### config.mk
export PLATFORM = sky130hd
export DESIGN_NAME = pre_read_buf
export DESIGN_NICKNAME = d
export VERILOG_FILES = /design/src/rtl/pre_read_buf.sv
export SDC_FILE = /design/constraint.sdc
export NUM_CORES = 1
export LEC_CHECK = 0
export CAP_MARGIN = 10
export CORE_UTILIZATION = 35
export CTS_CLUSTER_DIAMETER = 60
export DETAILED_ROUTE_END_ITERATION = 10
export PLACE_DENSITY = 0.67
export SLEW_MARGIN = 10
export SYNTH_ARGS = -nofsm -noshare
export SYNTH_HDL_FRONTEND = slang
export SYNTH_SLANG_ARGS = --single-unit
### constraint.sdc
create_clock -name clk_i -period 2.03 [get_ports clk_i]
set_input_delay 0.406 -clock clk_i [delete_from_list [all_inputs] [get_ports clk_i]]
set_output_delay 0.406 -clock clk_i [all_outputs]
set_load 0.01 [all_outputs]
### src/rtl/pre_read_buf.sv
// pre_read_buf: first-word-fall-through output buffer in front of a
// one-cycle-latency block RAM read port. It keeps up to three words in a
// small circular store. Requests are credit-limited, so every word that is
// in flight always has a free slot waiting for it.
module pre_read_buf #(
    parameter int WIDTH = 16
) (
    input  logic             clk_i,
    input  logic             reset_ni,
    input  logic             flush_i,
    output logic             ram_rd_o,
    input  logic             ram_en_i,
    input  logic [WIDTH-1:0] ram_dat_i,
    output logic             valid_o,
    output logic [WIDTH-1:0] dat_o,
    input  logic             rd_i,
    output logic [1:0]       count_o
);

    logic [WIDTH-1:0] mem_q [3];
    logic [1:0]       wr_ptr_q, wr_ptr_d;
    logic [1:0]       rd_ptr_q, rd_ptr_d;
    logic [1:0]       count_q, count_d;
    logic             inflight_q, inflight_d;
    logic             run_q;
    logic [2:0]       credit_used;
    logic             fetch;
    logic             capture;
    logic             pop;

    // Pointer advance over the three slots; slot 2 wraps to slot 0.
    function automatic logic [1:0] ptr_inc(input logic [1:0] p);
        return (p == 2'd2) ? 2'd0 : p + 2'd1;
    endfunction

    // Stored words plus the word still on its way count against the 3 slots.
    assign credit_used = {1'b0, count_q} + {2'b00, inflight_q};
    assign ram_rd_o    = run_q & ~flush_i & (credit_used < 3'd3);
    assign fetch       = ram_rd_o & ram_en_i;
    assign valid_o     = (count_q != 2'd0);
    assign dat_o       = mem_q[rd_ptr_q];
    assign count_o     = count_q;
    // A flush discards the returning word and overrides a pop.
    assign capture     = inflight_q & ~flush_i;
    assign pop         = rd_i & valid_o & ~flush_i;

    // Next-state for pointers, occupancy and the in-flight marker.
    always_comb begin
        wr_ptr_d   = wr_ptr_q;
        rd_ptr_d   = rd_ptr_q;
        count_d    = count_q;
        inflight_d = fetch;
        if (flush_i) begin
            wr_ptr_d   = 2'd0;
            rd_ptr_d   = 2'd0;
            count_d    = 2'd0;
            inflight_d = 1'b0;
        end else begin
            if (capture) wr_ptr_d = ptr_inc(wr_ptr_q);
            if (pop)     rd_ptr_d = ptr_inc(rd_ptr_q);
            case ({capture, pop})
                2'b10:   count_d = count_q + 2'd1;
                2'b01:   count_d = count_q - 2'd1;
                default: count_d = count_q;
            endcase
        end
    end

    // Control registers; run holds off requests until the first edge after reset.
    always_ff @(posedge clk_i or negedge reset_ni) begin
        if (!reset_ni) begin
            wr_ptr_q   <= 2'd0;
            rd_ptr_q   <= 2'd0;
            count_q    <= 2'd0;
            inflight_q <= 1'b0;
            run_q      <= 1'b0;
        end else begin
            wr_ptr_q   <= wr_ptr_d;
            rd_ptr_q   <= rd_ptr_d;
            count_q    <= count_d;
            inflight_q <= inflight_d;
            run_q      <= 1'b1;
        end
    end

    // Word store: written one cycle after a fetch; flush leaves contents alone.
    always_ff @(posedge clk_i or negedge reset_ni) begin
        if (!reset_ni) begin
            for (int i = 0; i < 3; i++) mem_q[i] <= '0;
        end else if (capture) begin
            mem_q[wr_ptr_q] <= ram_dat_i;
        end
    end

endmodule

==> results of run 1 <==
how the worst max path moves through the flow:
stage	from	endpoint	slack (ns)	cells after the start
floorplan	inflight_q	ram_rd_o	0.07	3
global placement	count_o[0]	ram_rd_o	-0.28	4
detailed placement	count_o[0]	ram_rd_o	-0.28	4
CTS	count_o[0]	ram_rd_o	-0.02	4
global route	count_o[0]	ram_rd_o	-0.06	4
finish	count_o[0]	ram_rd_o	0.03	4
timing repair:
item / in CTS / in global routing
hold endpoints to repair: 0 / 0
pin swaps: 1 / 0
resized for setup: 32 / 23
buffers inserted: 3 / 2
endpoints found under the setup margin: 18 / 14
cells in the mapped netlist, drive strengths merged, types with 3 or more instances:
cell,number,share of area
dfrtp,56,0.55
mux2,48,0.21
mux2i,18,0.071
o21ai,18,0.035
nand2,17,0.025
buf,6,0.018
nor2,5,0.0073
a21oi,3,0.0059
clkbuf,3,0.0044
nand2b,3,0.010
area by class of cell:
cell class | count | share of cell area
Timing Repair Buffer | 61 | 0.168
Clock buffer | 7 | 0.0290
Tap cell | 96 | 0.0362
Multi-Input combinational cell | 129 | 0.343
Inverter | 1 | 0.00113
Sequential cell | 56 | 0.423
metal layers:
layer | GRT usage | wire, µm | up-vias
li1 | - | - | 809
met1 | 0.193 | 2330 | 827
met2 | 0.239 | 2450 | 28
met3 | 0.0322 | 148 | 6
met4 | 0.0447 | 62 | 0
met5 | 0 | 0 | -
critical path, stage by stage, from the launching register on:
cell and delay [ns]:
sky130_fd_sc_hd__dfrtp_1 0.40, sky130_fd_sc_hd__ha_2 0.20, sky130_fd_sc_hd__ha_4 0.22, sky130_fd_sc_hd__a2111oi_4 0.28
sky130_fd_sc_hd__buf_2 0.18
registers in the layout, summed over array words and instances (netlist names):
signal and flops:
mem_q 48, count_o 2, rd_ptr_q 2, wr_ptr_q 2, inflight_q 1, run_q 1
power groups by stage:
stage                     combinational, mW  sequential [mW]  clock (mW)
after floorplan                       0.268             1.33           0
after global placement                0.550             1.34           0
after detailed placement              0.556             1.35           0
after CTS                             0.504             1.33       0.662
after global routing                  0.545             1.35       0.713
final                                 0.492             1.33       0.639
logic make-up (layout without fill, tap and decap cells):
logic type	Yosys count	count (layout)	share of synthesized area
multiplexers	66	66	0.282
flip-flops	56	56	0.548
AND/OR/NAND/NOR	37	37	0.0872
AO/OA/AOI/OAI	23	23	0.0475
buffers and inverters	10	69	0.0235
adder cells (fa/ha/maj)	2	2	0.00979
other	1	1	0.00147
metrics by stage:
step	setup TNS (ns)	util	setup slack (ns)	hold WS, ns
2_1_floorplan	0	-	0.0665	0.110
3_3_place_gp	-2.03	0.459	-0.277	0.433
3_5_place_dp	-1.75	0.459	-0.285	0.434
4_1_cts	-0.0226	0.478	-0.0226	0.0927
5_1_grt	-0.0566	0.480	-0.0558	0.0890
6_report	0	0.480	0.0293	0.0738
==> results.md, run 1 <==
- The run finished with clean final reports.
- In this run the register-to-register setup slack is 0.50 ns.
- The count of placed standard cells including taps is 338.
- Across all layers, the routed design uses between 1500 and 2000 vias.
- The growth of design area from synthesis to finish is 29.9%.
- The first-pass GRT wire length is 8350 µm.
- Of the total power, combinational logic draws 0.200.
- The number of flops mapped to enable cells by yosys is 0.
- The sort of element at the start of the critical path is a flop.
- The sequential cells in the finished layout cover a total of 1400 µm².
- The analysis attributes to net switching a power of ~0.62 mW.
- The initial antenna violation count is 0.
- The initial standard-cell utilization of the core is 0.370.
- In this run the tool buffered the top-level ports with 40 buffer cells.
- The area of the multi-input gates is 1140 µm².
- The reg-to-reg critical path startpoint is inflight_q.
- The finished cells cover 3320 µm².
- The max-slew violation count is 0.
- The path class of the tightest hold or removal check is in2async.
- Measured in cells, the most critical reg-to-reg path has a length of 5.
- For this design the top-level I/O count stands at 41.
- The post-detailed-route via-to-cell ratio is 4.77.
- The non-filler instance count after layout is 350.
- The critical path in this run is classified as reg2out.
- After filler insertion, the fill cell instance count of the layout stands at 659.
- The share of synthesized registers carrying an async set or reset is 1.00.
- The horizontal die dimension is 87.4 µm.
- The detail-routed net length per standard cell is 14.3 µm.
- In this run the critical register-to-register path is captured at mem_q[26].
- The H-tree generated during clock tree synthesis spans 2 levels.
- The number of cells produced by synthesis is 195.
- The worst clock skew is 0.00681 ns.
- The number of rows created at floorplan is 30.
- The top cell types in the final layout, fill and taps aside, are 55 x sky130_fd_sc_hd__dfrtp_1, 48 x sky130_fd_sc_hd__mux2_2, 21 x sky130_fd_sc_hd__clkdlybuf4s50_1, 18 x sky130_fd_sc_hd__mux2i_1, 17 x sky130_fd_sc_hd__nand2_1.
- In the final layout, the share of cells above drive strength 1 is 0.378.
- After detailed routing, the number of remaining DRC violations is 0.
- The number of antenna diodes in the final layout is 0.
- For this run, the detailed router's first-pass iteration total came to 4.
- The number of nets in the layout is 277.
- The maximum number of pins on one net before global-route repair is 57.
- Synthesis produced a netlist with a net count of 218.
- Setup repair after global routing could not meet its margin everywhere.
- The hold buffer count at CTS is 0.
- Averaged over all synthesized cells, the footprint is 13.1 µm².
- Summed over all layers, the routed wires come to between 4000 and 5000 µm.
- After the first detailed-routing iteration, the DRC count stood at 82.
- The placer congestion estimate is approximately 0.67.
- The buffer depth of the longest clock path is 2.
- The cell area power density is 741 nW/µm².
- In the finished design, the share of the clock period the worst path needs comes to 0.986.
- The data required time of the worst path is 1.62 ns.
- Across the VDD grid, the largest voltage drop is 0.287 mV.
- Yosys printed 0 warnings.
- The number of global-route vias before repair is 1723.
- The fraction of the yosys area taken by sequential cells is 0.548.
- The net switching share of the total power is 0.251.
- Summing all placed instances gives a cell area of 3170 µm².
- The height of the die is around 87 µm.
- TritonCTS built the clock tree.
- The cell chosen for the clock root is sky130_fd_sc_hd__clkbuf_8.
- The predominant post-synthesis flop cell is sky130_fd_sc_hd__dfrtp_1.
- In the global route stage, overall resource usage came out at 0.146.
- After legalization and detailed placement, the total HPWL measured 3440 µm.
- The clock share of power is 0.260.
- The number of routed nets with antenna violations is 0.
- STA classifies the critical path endpoint as an output port.
- The achievable clock frequency is 500 MHz.
- Summed over all cells, the static leakage comes to ~1.5 nW.
- The internal power component is 1.84 mW.
- Power comes to ~2.5 mW.
- The number of endpoints with negative hold slack in the final report came to 0.
- The data arrival time at the worst-slack endpoint is 1.59 ns.
- Synthesis instantiated 28 different standard cells from the library.
- The shortest clock period the worst path allows after layout is 2.00 ns.
- The share of power burned in registers is 0.540.
- The number of clock buffers added by TritonCTS is 5.
- Setup violations remaining at the end of the flow were counted as 0.
- Max-cap violations in this run came to 0.
- The post-CTS clock slew at the launch and capture registers of the worst setup and hold paths is 0.09 ns.
- The library cell used most frequently in the layout, excluding fill and tap cells, is sky130_fd_sc_hd__dfrtp_1.
- The flop and latch count out of synthesis is 56.
- Clock tree synthesis found a total of 56 sinks.
- The total overflow left after global routing is 0.
- In this run the worst path has a maximum fanout of 2.
- After synthesis the cells add up to 2550 µm².
- The core box area is around 6900 µm².
- At the later pin of the worst-skew pair, clock insertion delay measures 0.31 ns.
- The overall die area is between 7000 and 8000 µm².
(Power assumes the default switching activity.)
==> inputs of run 2 (changes only) <==
Settings changed: CORE_MARGIN from default to 1.
==> results of run 2 <==
The final DEF is identical to that of run 1; final timing and power are the same.
==> inputs of run 3 (changes only) <==
Clock period 2.03 ns to 1.9 ns, I/O delays scaled along.
==> results.md, run 3 (same netlist as run 1, synthesis figures left out) <==
- The horizontal die dimension is 87.4 µm.
- The max-slew violation count is 0.
- The number of global-route vias before repair is 1729.
- Walking the worst path, the cells encountered are ha_2, ha_4, a2111oi_4, buf_2.
- The net count of the finished layout is 277.
- CTS built an H-tree with a depth of 2.
- The congestion estimate from routability-driven global placement came to 0.683.
- Setup repair after global routing could not meet its margin everywhere.
- After detailed routing, the number of vias per cell comes to 4.74.
- The source-to-sink clock delay at the later pin of the worst-skew pair is roughly 0.31 ns.
- TritonCTS built the clock tree.
- The portion of the clock cycle consumed by the worst path in the final layout is 1.05.
- The overall die area is 7650 µm².
- Of all nets on the critical path, the largest fanout is 2.
- In the layout the commonest cells are 55 x sky130_fd_sc_hd__dfrtp_1, 48 x sky130_fd_sc_hd__mux2_2, 21 x sky130_fd_sc_hd__clkdlybuf4s50_1, 18 x sky130_fd_sc_hd__mux2i_1, 16 x sky130_fd_sc_hd__nand2_1.
- Counting every sink on the clock net gives 56.
- The register with the highest flop count is mem_q.
- The number of endpoints with negative hold slack in the final report was 0.
- The finished cells cover 3290 µm².
- The post-placement worst setup slack is -0.324 ns.
- The run finished, with violations left.
- The startpoint-to-endpoint class of the critical path is reg2out.
- The worst clock skew is between 0.009 and 0.01 ns.
- The worst-case vdd ir drop is 0.369 mV.
- For this run, design rule violations remaining after detail routing come to 0.
- The first global-routing pass estimated 8620 µm of wire.
- No sink is reached through more buffers than the 2 on the longest clock path.
- For this configuration, the core starts out at a cell density of 0.370.
- The sequential standard cell area is 1400 µm².
- The routed layout has between 1500 and 2000 vias.
- The final reports fail on setup timing.
- The antenna cell count is 0.
- For this run, the total global-route usage over all layers was measured as 0.149.
- Setup violations remaining at the end of the flow were counted as 1.
- The number of routed nets with antenna violations is 0.
- The height of the die is around 87 µm.
- The setup total negative slack is -0.0901 ns.
- The tightest min-delay check is of the in2async type.
- The total length of routed wires is about 5200 µm.
- The worst setup path is launched from a flop.
- After floorplanning, the core was divided into 30 placement rows.
- The number of design-rule violations left by the first detailed-router iteration is 62.
- The leftover overflow at the end of global routing is 0.
- The number of primary I/O pins is 41.
- The number of max-capacitance violations reported is 0.
- Summed over all cells, the static leakage comes to 1.45 nW.
- The initial antenna violation count is 0.
- The slowest stage cell on the critical path is sky130_fd_sc_hd__dfrtp_1.
- Before antenna repair, the detailed router went through 4 iterations.
- Summing all multi-input logic gate instances after layout gives around 1100 µm².
- Port buffering added 40 buffers.
- CTS placed an instance of sky130_fd_sc_hd__clkbuf_8 at the clock tree root.
- The layout has approximately 670 filler cells.
- The achievable clock frequency is 502 MHz.
- The growth of design area from synthesis to finish is 28.8%.
- The final core utilization is 0.476.
- Dividing the detail-routed wire length by the instance count gives 14.9 µm.
- The maximum number of pins on one net before global-route repair is 23.
- Summing all placed instances gives a cell area of 3190 µm².
- In this run the standard cell core region covers slightly below 7000 µm².
- The number of flip-flops under the largest register name is 48.
- The worst setup path is captured at an output port.
- The estimated wirelength of the detail-placed design is 3540 µm.
- Data on the critical path is required at its endpoint by 1.52 ns.
- The post-CTS clock slew at the launch and capture registers of the worst setup and hold paths is 0.10 ns.
- The data arrival time at the worst-slack endpoint is 1.61 ns.
- The share of layout cells above drive strength 1 is 0.416.
- The shortest clock period the worst path allows after layout is 1.99 ns.
- The cell area power density is 790 nW/µm².
- For this run, the slowest stage of the critical path takes 0.40 ns.
- The worst setup slack after layout is -0.0901 ns.
- The number of CTS-inserted buffers is 5.
- The commonest non-fill, non-tap cell in the layout is sky130_fd_sc_hd__dfrtp_1.
run 3: changes by cell type in the layout (fill, tap and decap cells not counted), sizes merged:
cell,before,now
dlygate4sd2,7,1
buf,25,29
clkdlybuf4s15,3,0
clkbuf,12,14
clkinv,0,1
clkinvlp,0,1
dlygate4sd3,0,1
inv,1,2
run 3: repair_timing:
| item | in CTS | in global routing |
|---|---|---|
| hold buffers | 1 | 0 |
| pin swaps | 1 | 0 |
| endpoints found under the hold margin | 13 | 0 |
| setup endpoints to repair | 18 | 17 |
| buffers inserted | 0 | 2 |
| gates resized for setup | 40 | 48 |
run 3: per-layer routing:
metal,track usage,part of all wire,vias up
li1,-,-,804
met1,0.197,0.47,828
met2,0.244,0.48,27
met3,0.0322,0.034,6
met4,0.0447,0.012,0
met5,0,0,-
run 3: path summary, 6_finish.rpt:
| kind | slack (ns) | cells past startpoint | end | from |
|---|---|---|---|---|
| min in group clk_i | 0.52 | 1 | mem_q[35] | mem_q[35] |
| max reg2reg | 0.38 | 5 | mem_q[29] | inflight_q |
| min reg2reg | 0.52 | 1 | mem_q[35] | mem_q[35] |
| max in group asynchronous | 0.89 | 3 | mem_q[23] | reset_ni |
| min | 0.52 | 2 | count_o[0] | reset_ni |
| max | -0.09 | 4 | ram_rd_o | inflight_q |
run 3: worst max-delay path: cells and delay by family, from the launching register on:
kind	cells	cell delay, ns
buffers and inverters	1	0.19
DFF	1	0.40
AOI/OAI and AO/OA	1	0.29
adders and majority gates	2	0.41
run 3: layout make-up:
| type | instances | area share |
|---|---|---|
| clock buffer | 5 | 0.0209 |
| inverter | 1 | 0.00114 |
| tap | 96 | 0.0365 |
| clock inverter | 3 | 0.00646 |
| multi-input combinational | 129 | 0.347 |
| sequential | 56 | 0.426 |
| timing repair buffer | 61 | 0.162 |
run 3: stage by stage:
stage / std cells / power, mW / hold slack (ns)
floorplan: 195 / 1.71 / 0.0844
global placement: 340 / 2.02 / 0.320
detailed placement: 340 / 2.04 / 0.328
CTS: 349 / 2.66 / 0.517
global route: 351 / 2.75 / 0.525
finish: 351 / 2.60 / 0.516
run 3: power breakdown:
| part | internal (mW) | switching (mW) |
|---|---|---|
| Clock | 0.263 | 0.397 |
| Combinational | 0.287 | 0.232 |
| Sequential | 1.34 | 0.0767 |
